==> config.mk <==
export PLATFORM = sky130hd
export DESIGN_NAME = alu_issue
export DESIGN_NICKNAME = d
export VERILOG_FILES = /design/src/rtl/alu_issue.sv
export SDC_FILE = /design/constraint.sdc
export NUM_CORES = 1
export LEC_CHECK = 0
export BUFFER_PORTS_ARGS = -buffer_cell sky130_fd_sc_hd__buf_2
export CAP_MARGIN = 40
export CORE_MARGIN = 3
export CORE_UTILIZATION = 40
export DETAILED_ROUTE_END_ITERATION = 6
export MAX_ROUTING_LAYER = met4
export PLACE_DENSITY_LB_ADDON = 0.08
export SLEW_MARGIN = 15
export SYNTH_ARGS = -nofsm -noshare
export SYNTH_HDL_FRONTEND = slang
export SYNTH_SLANG_ARGS = --single-unit
export TNS_END_PERCENT = 20
==> constraint.sdc <==
create_clock -name clk -period 3.35 [get_ports clk]
set_input_delay 0.1675 -clock clk [delete_from_list [all_inputs] [get_ports clk]]
set_output_delay 0.1675 -clock clk [all_outputs]
set_load 0.02 [all_outputs]
==> src/rtl/alu_issue.sv <==
// Operand-fetch / writeback stage feeding a combinational ALU from a small register file.
// Optional ZERO_FLAG_EN adds a registered zero_flag updated on each writeback.
module alu_issue #(
    parameter int unsigned DW    = 8,
    parameter int unsigned NREGS = 4,
    parameter int unsigned AW    = 2
) (
    input  logic          clk,
    input  logic          rst_n,
    input  logic          in_valid,
    output logic          in_ready,
    input  logic [2:0]    in_op,
    input  logic [AW-1:0] in_rd,
    input  logic [AW-1:0] in_rs1,
    input  logic [AW-1:0] in_rs2,
    output logic [2:0]    alu_op,
    output logic [DW-1:0] alu_a,
    output logic [DW-1:0] alu_b,
    input  logic [DW-1:0] alu_result,
    output logic          done,
    output logic [DW-1:0] wb_data,
    input  logic          host_we,
    input  logic [AW-1:0] host_addr,
    input  logic [DW-1:0] host_wdata,
    input  logic [AW-1:0] host_raddr,
    output logic [DW-1:0] host_rdata
`ifdef ZERO_FLAG_EN
    ,
    output logic          zero_flag
`endif
);

    typedef enum logic [1:0] {
        IDLE = 2'd0,
        EXEC = 2'd1,
        WB   = 2'd2
    } state_t;

    state_t        state_q;
    state_t        state_d;
    logic          accept;
    logic [AW-1:0] rd_q;
    logic [DW-1:0] res_q;
    logic [DW-1:0] regs [NREGS];

    // Next-state decode
    always_comb begin
        state_d = state_q;
        accept  = 1'b0;
        unique case (state_q)
            IDLE: begin
                if (in_valid) begin
                    accept  = 1'b1;
                    state_d = EXEC;
                end
            end
            EXEC:    state_d = WB;
            WB:      state_d = IDLE;
            default: state_d = IDLE;
        endcase
    end

    // State, operand, result and register-file storage
    always_ff @(posedge clk or negedge rst_n) begin
        if (!rst_n) begin
            state_q  <= IDLE;
            in_ready <= 1'b1;
            done     <= 1'b0;
            alu_op   <= 3'b000;
            alu_a    <= '0;
            alu_b    <= '0;
            rd_q     <= '0;
            res_q    <= '0;
            for (int i = 0; i < int'(NREGS); i++) begin
                regs[i] <= '0;
            end
`ifdef ZERO_FLAG_EN
            zero_flag <= 1'b0;
`endif
        end else begin
            state_q  <= state_d;
            in_ready <= (state_d == IDLE);
            done     <= (state_d == WB);
            if (accept) begin
                alu_op <= in_op;
                rd_q   <= in_rd;
                alu_a  <= regs[in_rs1];
                alu_b  <= regs[in_rs2];
            end
            if (state_q == EXEC) begin
                res_q <= alu_result;
            end
            if (host_we) begin
                regs[host_addr] <= host_wdata;
            end
            // Writeback is ordered after the host write so it wins on a collision
            if (state_q == WB) begin
                regs[rd_q] <= res_q;
`ifdef ZERO_FLAG_EN
                zero_flag  <= (res_q == '0);
`endif
            end
        end
    end

    assign wb_data    = res_q;
    assign host_rdata = regs[host_raddr];

endmodule

==> metrics <==
Max IR drop VDD 0.2725 mV; initial core utilization 41.95%; number of placed I/O pins 70; status finished clean; PD cells 822.5 nW/um2; hpwl dp 5276 um; filler cell count 741; layout cells sized above 1 44.94%; maxcap violations 0; Post-Syn Instances 242; Hold Crit Class in2reg; largest net degree at the start of global routing 36; GRT Residual Overflow 0; Synth area leaders dfrtp_1, mux4_2, mux2_2; register-to-register setup slack 1.71 ns; Std-Cell Rows 32; Synth Register Bits 64; Cells after DPL 399; Syn Std Cell Area 3292 um2; ant diodes 0; routed len/inst 17.32 um; startpoint types register; nets 344; dominant synthesized flop cell dfrtp_1; Critical path origin state_q[0]$_DFF_PN0_; clock slew at reported path FFs 0.07 ns; clock latency on the worst-skew pair 0.34 ns; Cell variety after synth 22; GP Congestion 0.7793; top cells by instance count after synthesis dfrtp_1, mux2i_1, mux2_2; vias post-DR 2200; Mapped Nets 275; drt first pass iters 4; Die X 96.72 um; CP Data Arrival Time 1.86 ns; Final Hold Vio Count 0; post-synth top area cell dfrtp_1; CTS resizes 0; count leader, synth dfrtp_1; Worst-Margin Slew 0.8165 ns; Total Routing Usage GR 16.93%; area delta synth->final 18.40%; Finished Cell Area 3897 um2; Hold Path Origin alu_result[3]; Crit. End Element register; crit-path max FO 9; die height 96.72 um; Post-synth ARST share 100.0%; hold_ws 0.05684 ns; post-route antenna net violation count 0; Max Clock Freq 610.2 MHz; Post-DP Area 3677 um2; TritonCTS buffer count 9; core area 7848 um2; CP Data Required Time 3.57 ns; clock skew 0.005249 ns; CTS tree yes; RSZ-0062 raised after global routing no; EDFF count, synth 0; Syn Area/Cell 13.60 um2; final setup vio count 0; grt peak-use layer met2; post-layout util 49.67%; root buffer cell clkbuf_8; Max-slew headroom 45.34%; Final Critical Period 1.639 ns; P_leak 1.819 nW; Die ar. 9355 um2; met2 Track Usage GR 25.21%; first-pass GRT wire length 12120 um; Syn. warnings 0; Crit Path Class reg2reg; htree depth 3; setup_tns 0 ns; Port-buffer cells 69; Final Slew Violations 0; register area share after synthesis 48.69%; Final Non-Filler Cells 418; top cell type's share of synthesized area 47.89%; final WL 7239 um; vias in the first global route 2142; Residual DRC 0; DR vias/cell 5.263; clk buf depth 2; Worst R2R Start state_q[0]$_DFF_PN0_; met1 Use GR 23.38%; # clock sinks 64; grt met3 use 5.191%; number of DRC markers in iteration 0 99; Final Cycle Share 48.92%; antenna violations before repair 0
==> registers in the layout (all words and copies together) (netlist names) <==
| name | flops |
|---|---|
| alu_op | 3 |
| regs | 32 |
| rd_q | 2 |
| wb_data | 8 |
| in_ready | 1 |
| alu_a | 8 |
| done | 1 |
| state_q | 1 |
| alu_b | 8 |
==> through the flow <==
stage / setup slack, ns / power, mW
3_5_place_dp: 1.681 / 2.600
4_1_cts: 1.677 / 3.242
5_1_grt: 1.537 / 3.418
2_1_floorplan: 2.027 / 2.186
6_report: 1.711 / 3.206
3_3_place_gp: 1.633 / 2.566
==> cells in the final DEF, fill, tap and decap left out, drive strengths merged <==
cell type	netlist	final
mux4	24	24
mux2i	32	32
bufinv	0	1
nor2b	1	1
nor2	9	9
buf	16	72
nand3	1	1
clkinv	0	3
and4bb	2	2
dlygate4sd3	0	2
mux2	29	29
nor4b	1	1
a21oi	8	8
inv	1	1
or3b	1	1
nand2	25	25
dfstp	1	1
o21bai	1	1
dfrtp	63	63
clkbuf	0	12
nand3b	2	2
nand4b	1	1
o21ai	24	24
==> worst max-delay path, cell delays in order (launching register included) <==
cell	delay, ns
dfrtp_1	0.47
nor2b_1	0.65
mux2_2	0.40
==> kinds of logic (layout without fill, tap and decap cells) <==
kind of cell | after synthesis | after routing | synth area share (%)
multiplexers | 85 | 85 | 36.07
AO/OA/AOI/OAI | 33 | 33 | 5.093
flip-flops | 64 | 64 | 48.69
buffers and inverters | 17 | 91 | 3.458
AND/OR/NAND/NOR | 43 | 43 | 6.689
==> power by group <==
group | switching (mW) | internal (mW)
clock | 0.290 | 0.341
sequential | 0.325 | 1.10
combinational | 0.548 | 0.599
==> metal layers <==
metal	up-vias	share of wire, %
met5	-	0
met4	0	0.75
met3	5	5.8
met2	70	47
met1	1081	46
li1	1044	-
==> final cells by class <==
| type | count | area, um2 | area share [%] |
|---|---|---|---|
| tap | 102 | 127.6 | 3.274 |
| multi-input combinational | 161 | 1575 | 40.42 |
| sequential | 64 | 1603 | 41.12 |
| timing repair buffer | 74 | 407.9 | 10.47 |
| clock inverter | 4 | 45.04 | 1.156 |
| clock buffer | 12 | 135.1 | 3.467 |
| inverter | 1 | 3.754 | 0.09631 |
==> path summary, 6_finish.rpt <==
kind                            cells past startpoint                     end
worst max-delay path                                2  wb_data[4]$_DFFE_PN0N_
worst min-delay path                                2  wb_data[3]$_DFFE_PN0N_
worst max register to register                      2  wb_data[4]$_DFFE_PN0N_
worst min register to register                      1    alu_b[1]$_DFFE_PN0P_
max in group asynchronous                           4      regs[29]$_DFF_PN0_
min in group asynchronous                           2   alu_op[1]$_DFFE_PN0P_
==> repair_timing <==
action,4_1_cts,5_1_grt
hold buffers,2,0
hold endpoints to repair,34,0
buffers inserted,0,0
Note: power is estimated with default switching activity, not from simulation.
